File: config.mk
export PLATFORM = sky130hd
export DESIGN_NAME = spi_master
export DESIGN_NICKNAME = d
export VERILOG_FILES = /design/src/rtl/spi_pkg.sv /design/src/rtl/spi_halfperiod_timer.sv /design/src/rtl/spi_master.sv
export SDC_FILE = /design/constraint.sdc
export NUM_CORES = 1
export LEC_CHECK = 0
export ABC_AREA = 1
export CAP_MARGIN = 0
export CORE_MARGIN = 5
export CORE_UTILIZATION = 50
export CTS_BUF_LIST = sky130_fd_sc_hd__clkbuf_8
export CTS_CLUSTER_SIZE = 24
export DETAILED_ROUTE_END_ITERATION = 16
export PLACE_DENSITY = 0.78
export SLEW_MARGIN = 30
export SYNTH_ARGS = -nofsm -noshare
export SYNTH_HDL_FRONTEND = slang
export SYNTH_HIERARCHICAL = 1
export SYNTH_SLANG_ARGS = --single-unit
File: constraint.sdc
create_clock -name clock -period 1.7 [get_ports clock]
set_input_delay 0.17 -clock clock [delete_from_list [all_inputs] [get_ports clock]]
set_output_delay 0.17 -clock clock [all_outputs]
set_load 0.02 [all_outputs]
File: src/rtl/spi_pkg.sv
// Shared definitions for the SPI master: FSM states, default frame size,
// and the idle levels of the serial lines.
package spi_pkg;

    localparam int SPI_DEFAULT_WIDTH = 10;

    localparam logic SCLK_IDLE = 1'b0;
    localparam logic SSEL_IDLE = 1'b1;
    localparam logic MOSI_IDLE = 1'b1;

    typedef enum logic [2:0] {
        ST_IDLE,
        ST_LEAD,
        ST_HIGH,
        ST_LOW,
        ST_TRAIL
    } spi_state_e;

    // Counter width able to hold 0..n-1, never narrower than one bit.
    function automatic int cnt_width(input int n);
        return (n > 1) ? $clog2(n) : 1;
    endfunction

endpackage

File: src/rtl/spi_halfperiod_timer.sv
// Counts system clocks within one sclk half-period and pulses expire on the
// last cycle of it; wraps to zero on expire so each phase starts fresh.
module spi_halfperiod_timer
    import spi_pkg::*;
#(
    parameter int HALF_PERIOD = 2
) (
    input  logic clock,
    input  logic reset,
    input  logic clear,
    output logic expire
);

    localparam int CW = cnt_width(HALF_PERIOD);
    localparam logic [CW-1:0] LAST = CW'(HALF_PERIOD - 1);

    logic [CW-1:0] count;

    assign expire = !clear && (count == LAST);

    always_ff @(posedge clock) begin
        if (reset || clear || expire) begin
            count <= '0;
        end else begin
            count <= count + CW'(1);
        end
    end

endmodule

File: src/rtl/spi_master.sv
// SPI mode-0 master, MSB-first, fixed WIDTH-bit frames. sclk is derived from
// the system clock with a HALF_PERIOD-cycle half-period; all outputs registered.
module spi_master
    import spi_pkg::*;
#(
    parameter int WIDTH       = SPI_DEFAULT_WIDTH,
    parameter int HALF_PERIOD = 2
) (
    input  logic             clock,
    input  logic             reset,
    input  logic             start,
    input  logic [WIDTH-1:0] data_transmit,
    output logic             busy,
    output logic             data_valid,
    output logic [WIDTH-1:0] data_received,
    output logic             sclk,
    output logic             ssel,
    output logic             mosi,
    input  logic             miso
);

    localparam int BW = cnt_width(WIDTH);
    localparam logic [BW-1:0] LAST_BIT = BW'(WIDTH - 1);

    spi_state_e       state;
    logic [WIDTH-1:0] tx_sr;
    logic [WIDTH-1:0] rx_sr;
    logic [BW-1:0]    bit_cnt;
    logic             timer_clear;
    logic             phase_end;

    // Timer is held in IDLE; every other state change happens on expire,
    // which already returns the count to zero.
    assign timer_clear = (state == ST_IDLE);

    spi_halfperiod_timer #(
        .HALF_PERIOD(HALF_PERIOD)
    ) u_timer (
        .clock (clock),
        .reset (reset),
        .clear (timer_clear),
        .expire(phase_end)
    );

    always_ff @(posedge clock) begin
        if (reset) begin
            state         <= ST_IDLE;
            tx_sr         <= '0;
            rx_sr         <= '0;
            bit_cnt       <= '0;
            busy          <= 1'b0;
            data_valid    <= 1'b0;
            data_received <= '0;
            sclk          <= SCLK_IDLE;
            ssel          <= SSEL_IDLE;
            mosi          <= MOSI_IDLE;
        end else begin
            data_valid <= 1'b0;
            case (state)
                ST_IDLE: begin
                    // The data_valid cycle is itself IDLE; refusing start there
                    // guarantees at least one idle cycle between frames.
                    if (start && !data_valid) begin
                        tx_sr   <= data_transmit;
                        rx_sr   <= '0;
                        bit_cnt <= '0;
                        ssel    <= 1'b0;
                        sclk    <= 1'b0;
                        mosi    <= data_transmit[WIDTH-1];
                        busy    <= 1'b1;
                        state   <= ST_LEAD;
                    end
                end
                ST_LEAD, ST_LOW: begin
                    if (phase_end) begin
                        sclk  <= 1'b1;
                        rx_sr <= {rx_sr[WIDTH-2:0], miso};
                        state <= ST_HIGH;
                    end
                end
                ST_HIGH: begin
                    if (phase_end) begin
                        sclk <= 1'b0;
                        if (bit_cnt == LAST_BIT) begin
                            state <= ST_TRAIL;
                        end else begin
                            tx_sr   <= {tx_sr[WIDTH-2:0], 1'b0};
                            mosi    <= tx_sr[WIDTH-2];
                            bit_cnt <= bit_cnt + BW'(1);
                            state   <= ST_LOW;
                        end
                    end
                end
                ST_TRAIL: begin
                    if (phase_end) begin
                        ssel          <= SSEL_IDLE;
                        mosi          <= MOSI_IDLE;
                        busy          <= 1'b0;
                        data_valid    <= 1'b1;
                        data_received <= rx_sr;
                        state         <= ST_IDLE;
                    end
                end
                default: state <= ST_IDLE;
            endcase
        end
    end

endmodule

* Word-level counts from Yosys, hierarchy flattened
Index checks and enable logic that the tools add are counted.
Cells by class: add/sub/neg operators 2, multipliers 0, divide/modulo/power cells 0, magnitude comparators 0, equal/unequal tests 10, shifts and indexed selects 0, multiplexer cells 29, bitwise logic cells 1, reductions and logical operators 21
Operators by type and width (number):
- $mux 9 | 3
- $mux 10 | 2
- $pmux 10 s2 | 1
- $pmux 9 s2 | 1
- $mux 3 | 5
- $mux 4 | 3
- $pmux 3 s4 | 1
- $reduce_and 4->1 | 3
- $mux 1 | 8
- $pmux 4 s2 | 1
- $eq 3x2->1 const B | 2
- $ne 2x1->1 const B | 3
- $pmux 1 s3 | 2
- $reduce_and 3->1 | 2
- $reduce_bool 2->1 | 3
- $reduce_bool 3->1 | 2
- $reduce_and 5->1 | 1
- $add 4x1->4 const B | 1
- $eq 4x4->1 const B | 1
- $ne 2x2->1 const B | 2
- $pmux 1 s2 | 2
- $reduce_or 2->1 | 2
- $eq 3x1->1 const B | 1
- $eq 3x3->1 const B | 1
- 7 further kinds | 10
Word-level totals: flip-flop bits (word level) 42, latch bits 0, memory bits (writable) 0, memory bits (read-only) 0, input bits 14, output and inout bits 15, logic and storage cells 74, memories 0

* Logic depth before layout (Yosys ltp)
Gate-level depths: netlist of the first run.
depth in word-level cells 5, gate-level depth with buffers 11, gate-level depth less buffers 11

* Hierarchy
The synthesis of the first run kept the hierarchy.
By module, submodules not included:
- spi_master | instances 1, cells each 262, area each 1798.0 µm², seq. area each 820.8 µm²
- spi_halfperiod_timer | instances 1, cells each 6, area each 41.3 µm², seq. area each 20.0 µm²

* Worst setup path before layout of the first run
OpenSTA, ideal clock, no wires.
path type flip-flop to flip-flop, from register state[1], to register rx_sr[0], library setup time 0.128 ns, data arrival time 1.496 ns, data required time 1.572 ns, path slack 0.075 ns, stages on the path, launching flop included 11, buffers on the path 1, period minus slack after synthesis 1.625 ns, cell sequence dfxtp_1 nor2_4 nand2_1 inv_1 nor2_1 nor2_1 nor2_1 nand2_1 clkbuf_1 o21ai_0 a21oi_1
Between the ends: longest elaborated chain between the ends 5, elaborated cells between the ends (all ways) 11, those cells by class 4 x eq/ne; 1 x mux; 6 x reduce/logical
RTL lines:
- start, declared | RTL line spi_master.sv:25 | spi_state_e state;
- start signal, assigned | RTL line spi_master.sv:47 | state <= ST_IDLE;
- start signal, assigned | RTL line spi_master.sv:71 | state <= ST_LEAD;
- start signal, assigned | RTL line spi_master.sv:78 | state <= ST_HIGH;
- $logic_not 3->1 | RTL line spi_master.sv:34 | assign timer_clear = (state == ST_IDLE);
- named net timer_clear | RTL line spi_master.sv:29 | logic timer_clear;
- $logic_not 1->1 | RTL line spi_halfperiod_timer.sv:19 | assign expire = !clear && (count == LAST);
- $logic_and 1x1->1 | RTL line spi_halfperiod_timer.sv:19
- named net phase_end | RTL line spi_master.sv:30 | logic phase_end;
- $ne 2x1->1 (no line)
- $reduce_and 3->1 (no line)
- end signal, assigned | RTL line spi_master.sv:77 | rx_sr <= {rx_sr[WIDTH-2:0], miso};
- end, declared | RTL line spi_master.sv:27 | logic [WIDTH-1:0] rx_sr;
The timed path passes the listed nets, and every way through them passes these cells. A chain may end at the register's enable or synchronous reset.

* Final worst setup path of the first run
from register state[0], to register mosi
Between the ends: longest elaborated chain between the ends 5, elaborated cells between the ends (all ways) 12, those cells by class 6 x eq/ne; 1 x mux; 5 x reduce/logical
RTL lines:
- $logic_not 3->1 * | RTL line spi_master.sv:34
- named net timer_clear | RTL line spi_master.sv:29
- $logic_not 1->1 * | RTL line spi_halfperiod_timer.sv:19
- $logic_and 1x1->1 * | RTL line spi_halfperiod_timer.sv:19
- named net phase_end | RTL line spi_master.sv:30
- $ne 2x1->1 (no line)
- $reduce_and 5->1 (no line) *
- end signal, assigned | RTL line spi_master.sv:69 | mosi <= data_transmit[WIDTH-1];
- end signal, assigned | RTL line spi_master.sv:88 | mosi <= tx_sr[WIDTH-2];
- end, declared | RTL line spi_master.sv:18 | output logic mosi,
Mark *: on every way through the listed nets, which the timed path passes. The rest lies on a longest branch.

==> run metrics, run 1 <==
antenna violations before repair 0; Synth Area in Simple Gates 28.91%; ys flop type dfxtp_1; PD cells 1655 nW/um2; Setup CP Type reg2reg; hold crit path type reg2reg; Worst path top cell family by delay simple AND/OR/NAND/NOR gates; syn avg cell area 6.863 um2; Rel. slew slack 77.60%; Syn Nets 284; largest family of logic cells by synthesized area simple AND/OR/NAND/NOR gates; clk_lat worst skew 0.30 ns; Die Y-Extent 70.65 um; Hold-fix buffers, CTS 0; Worst path slowest cell dfxtp_1; mux contribution to synthesized area 0%; first-pass GRT wire length 6582 um; DRC 0; Area Overhead vs Synth 27.01%; port bufs 28; fmax 627.1 MHz; Die Span X 70.65 um; CP peak stage delay 0.41 ns; ys async rst share 0%; kind of end point of the critical path flip-flop; row count 22; CTS tree done; max cap viols 0; crit path DAT 1.78 ns; clock sinks 42; mean routed wirelength per cell 10.84 um; most common cell in the synthesized netlist nand2_1; layout cells sized above 1 10.13%; worst path bufs/invs 3; I/O pins 29; Compound-Gate Fraction of Synth Area 14.29%; die area 4991 um2; final-report hold violation count 0; Post-synth EDFFs 0; Post-DRT Antenna Nets 0; final setup fails 0; Mapped Cells 268; fin nets 321; largest net degree at the start of global routing 21; data required time at the worst endpoint 1.89 ns; post-synthesis register bit count 42; H-tree levels 2; register area share after synthesis 45.71%; number of global-route vias before repair 1552; starting density of the core 51.01%; 1st-iter DRT viols 105; Total GRT Usage 16.39%; fin crit share 93.81%; CTS Root Cell clkbuf_8; Setup TNS Final 0 ns; Crit Path Max Fanout 6; final wirelength 3838 um; outcome finished clean; most instantiated cells after synthesis 71 x nand2_1, 43 x nor2_1, 42 x dfxtp_1; Final min period 1.595 ns; Netlist Area Pre-Place 1839 um2; CTS buffer count 5; Diodes inserted 0; element type at the critical path start flip-flop; Worst Max-Slew Pin Slew 0.3356 ns; cell mode on critical path nand2_1; crit-path cells nor2_4 > nand2_1 > inv_1 > nor2_1 > buf_4 > inv_1 > nand3_1 > nand2_1 > nor2_1 > nand2_1 > nand2_1 > nand3_1; post-synthesis adder-cell area fraction 1.361%; Core Footprint 3606 um2; dpl hpwl 2694 um; Post-DP Area 2223 um2; skew final 0.004586 ns; Clock Path Buffers 2; area leader, netlist dfxtp_1; Peak VDD IR 0.7927 mV; vias per cell 4.805; top cells by area, synth dfxtp_1 46%, nand2_1 14%, nor2_1 8.8%; total gr overflow 0; Max Slew Vio Count 0; yosys synthesis warning count 6; RePlAce Congestion 0.7806; post-synth top area share 45.71%; design area 2336 um2; XOR/XNOR share of the synthesized area 0.4762%; vias 1701; total power 0.003866 W; synth unique cells 23; Initial DRT Pass Iterations 4; LEAKAGE 1.027 nW; Clock Pin Slew Worst Setup and Hold Paths 0.08 ns
per-layer routing:
layer,up-vias,routed length [um],global-route usage [%]
li1,907,-,-
met1,742,1740,20.14
met2,45,1800,26.51
met3,7,226,4.545
met4,0,71,7.933
met5,-,0,0
timing repair:
| action | in CTS | in global routing |
|---|---|---|
| resized for setup | 0 | 1 |
| buffers inserted | 0 | 0 |
| endpoints found under the setup margin | 0 | 2 |
flip-flops by register name, summed over array words and instances, names as in the netlist:
register	flops
busy	1
u_timer/count	1
bit_cnt	4
rx_sr	10
data_received	10
tx_sr	9
ssel	1
state	3
mosi	1
sclk	1
data_valid	1
placed cells by master, fill, tap and decap left out, types with 2 or more instances in the layout:
cell,netlist,routed
a21oi_1,18,18
a21oi_2,2,2
buf_4,1,13
clkbuf_8,0,5
clkdlybuf4s50_1,0,28
dfxtp_1,42,42
ha_1,2,2
inv_1,29,30
inv_2,2,2
nand2_1,71,71
nand2_2,2,2
nand3_1,9,9
nand4_1,2,2
nor2_1,43,42
nor2_2,2,3
o21ai_0,28,28
cell families after synthesis:
group	count (synthesis)
DFF	42
xor gates and xnor gates	1
AOI/OAI and AO/OA	50
and+or+nand+nor	131
buffers and inverters	42
adders and majority gates	2
worst paths after layout:
| path | start | to | slack [ns] | depth (start not counted) |
|---|---|---|---|---|
| worst max-delay path | state[0]$_SDFFE_PP0P_ | mosi$_SDFFE_PP1P_ | 0.11 | 12 |
| worst min-delay path | busy$_SDFFE_PP0P_ | busy$_SDFFE_PP0P_ | 0.45 | 2 |
| worst max register to register | state[0]$_SDFFE_PP0P_ | mosi$_SDFFE_PP1P_ | 0.11 | 12 |
| worst min register to register | busy$_SDFFE_PP0P_ | busy$_SDFFE_PP0P_ | 0.45 | 2 |
tightest hold or removal path, stage by stage (launching register included):
cell and delay [ns]:
dfxtp_1 0.31, inv_1 0.04, a21oi_1 0.05
metrics by stage:
step                setup slack, ns  hold slack (ns)  util (%)  std cells
floorplan                   0.07532           0.2369         -        268
global placement             0.2180           0.4349     61.66        346
detailed placement           0.1569           0.4403     61.66        346
CTS                          0.1452           0.4524     64.71        354
global route               -0.02639           0.4800     64.78        354
finish                       0.1052           0.4489     64.78        354
power breakdown:
part           internal (W)  switching (W)
Sequential          0.00127       0.000139
Combinational      0.000611        0.00107
Clock              0.000432       0.000339
Total               0.00232        0.00155
layout make-up:
class | instances | area (um2)
repair buffers | 41 | 377.9
inverters | 31 | 116.4
flip-flops and latches | 42 | 840.8
clock inverters | 3 | 41.29
well taps | 48 | 60.06
multi-input cells | 184 | 830.8
fillers | 342 | 1270
clock buffers | 5 | 68.82
(Power assumes the default switching activity.)
==> run 2, diff against run 1 <==
GPL_ROUTABILITY_DRIVEN = 0   (was unset)
==> results of run 2 <==
The final DEF is identical to that of run 1; final timing and power are the same.
==> run 3, diff against run 2 <==
GPL_TIMING_DRIVEN = 0   (was unset)
==> run 3 against run 2 <==
Effect of this change:
- register-to-register slack got worse by 0.02 ns
- flip-flop and latch count unchanged
- critical path depth unchanged
- sequential power about the same
- worst setup slack got worse by 0.023 ns
- via count decreased by 0.18%
- cell area is 0.27% higher
- hold slack improved by 0.0059 ns
- clock power is 2% higher
- global-route usage grew 0.16 points
- largest power group unchanged
- highest routed layer unchanged
==> run metrics, run 3 (synthesis gave the netlist of run 1 again) <==
Hold-fix buffers, CTS 0 (unchanged); 1st-iter DRT viols 104 (-0.95%); fin cells 354 (unchanged); mean routed wirelength per cell 11.30 um (+4.2%); Core Footprint 3606 um2 (unchanged); antenna violations before repair 0 (unchanged); kind of end point of the critical path flip-flop; hold path start ssel$_SDFFE_PP1P_; LEAKAGE 1.014 nW (-1.3%); largest net degree at the start of global routing 14 (-33%); element type at the critical path start flip-flop; setup ws final 0.08193 ns (-0.02331 ns); clock sinks 42 (unchanged); final wirelength 3999 um (+4.2%); die area 4991 um2 (unchanged); final setup fails 0 (unchanged); commonest cells after routing, fill and taps aside 71 x nand2_1, 41 x nor2_1, 40 x dfxtp_1; vias per cell 4.797 (-0.18%); Die Y-Extent 70.65 um (unchanged); fin crit share 95.18% (+1.4 points); CTS Root Cell clkbuf_8; commonest non-fill, non-tap cell in the layout nand2_1; crit path from state[2]$_SDFFE_PP0P_; data required time at the worst endpoint 1.88 ns (about the same); Die Span X 70.65 um (unchanged); max cap viols 0 (unchanged); starting density of the core 51.01% (unchanged); Placed Cells 344 (-0.58%); Worst Max-Slew Pin Slew 0.4383 ns (+0.1027 ns); Clock Pin Slew Worst Setup and Hold Paths 0.09 ns (about the same); Setup CP Type reg2reg; skew final 0.007902 ns (+0.003316 ns); Peak VDD IR 0.7328 mV (-7.6%); hold crit path type reg2reg; Clock Path Buffers 2 (unchanged); Initial DRT Pass Iterations 5 (+1); fill count 328 (-4.1%); Diodes inserted 0 (unchanged); Setup WS pre-CTS -0.3167 ns (-0.4735 ns); row count 22 (unchanged); PD cells 1700 nW/um2 (+2.7%); H-tree levels 2 (unchanged); crit path DAT 1.80 ns (+0.02 ns); number of global-route vias before repair 1546 (-0.39%); Rel. slew slack 70.78% (-6.8 points); I/O pins 29 (unchanged); clk_lat worst skew 0.30 ns (about the same); fmax 618.0 MHz (-1.4%); Final min period 1.618 ns (+0.02331 ns); FF-to-FF setup slack 0.08 ns (-0.02 ns); CTS tree done; biggest regs data_received (10), rx_sr (10), tx_sr (9); final-report hold violation count 0 (unchanged); DRC 0 (unchanged); vias 1698 (-0.18%); Crit Path Max Fanout 6 (unchanged); Post-DRT Antenna Nets 0 (unchanged); Max Slew Vio Count 0 (unchanged); Area Overhead vs Synth 27.35%; Total GRT Usage 16.55% (+0.16 points); port bufs 28 (unchanged); dpl hpwl 2710 um (+0.59%); CTS buffer count 5 (unchanged); Reg-to-Reg Start state[2]$_SDFFE_PP0P_; outcome finished clean; first-pass GRT wire length 6658 um (+1.2%); layout cells sized above 1 9.804% (-0.33 points); total gr overflow 0 (unchanged); fin nets 321 (unchanged)
[run 3: through the flow]
stage	instance area (um2)	power (W)	utilization (%)	hold slack, ns	setup TNS, ns
global route	2342	0.004314	64.95	0.4929	-0.05790
global placement	2180	0.003012	60.44	0.4304	-6.321
floorplan	1839	0.002637	-	0.2369	0
detailed placement	2180	0.003049	60.44	0.4484	-6.957
finish	2342	0.003981	64.95	0.4548	0
CTS	2306	0.003883	63.95	0.4611	0
[run 3: repair_timing]
item,in CTS,in global routing
pin swaps,1,1
hold endpoints to repair,0,0
endpoints found under the setup margin,38,19
setup buffers,1,2
resized for setup,6,11
[run 3: cell type report]
class / count / area, um2 / share of cell area (%)
buffer: 10 / 58.81 / 2.511
clock buffer: 5 / 68.82 / 2.938
clock inverter: 3 / 41.29 / 1.763
inverter: 31 / 116.4 / 4.968
multi-input combinational: 184 / 850.8 / 36.32
sequential: 42 / 843.3 / 36.00
tap: 48 / 60.06 / 2.564
timing repair buffer: 31 / 302.8 / 12.93
[run 3: where the power goes]
part           internal, W  switching, W
registers          0.00127      0.000139
clock network     0.000432      0.000351
logic             0.000662       0.00112
[run 3: per-layer routing]
metal	part of all wire, %	GRT usage, %	wire, um	vias up
met5	0	0	0	-
met4	1.6	6.472	64	0
met3	4.6	4.688	182	7
met2	47	26.82	1887	29
met1	47	20.88	1864	754
li1	-	-	-	908
[run 3: path summary, 6_finish.rpt]
path | end | cells past startpoint
hold / removal | ssel$_SDFFE_PP1P_ | 2
setup / recovery | mosi$_SDFFE_PP1P_ | 12
hold reg to reg | ssel$_SDFFE_PP1P_ | 2
setup reg to reg | mosi$_SDFFE_PP1P_ | 12
[run 3: worst max-delay path: stages (launching register included)]
cell and delay [ns]:
dfxtp_2 0.39, inv_2 0.08, nand2_1 0.11, inv_2 0.06, nor2_4 0.12, buf_4 0.15, inv_1 0.04, nand3_1 0.09
nand2_1 0.11, nor2_1 0.16, nand2_1 0.07, nand2_1 0.05, nand3_1 0.05
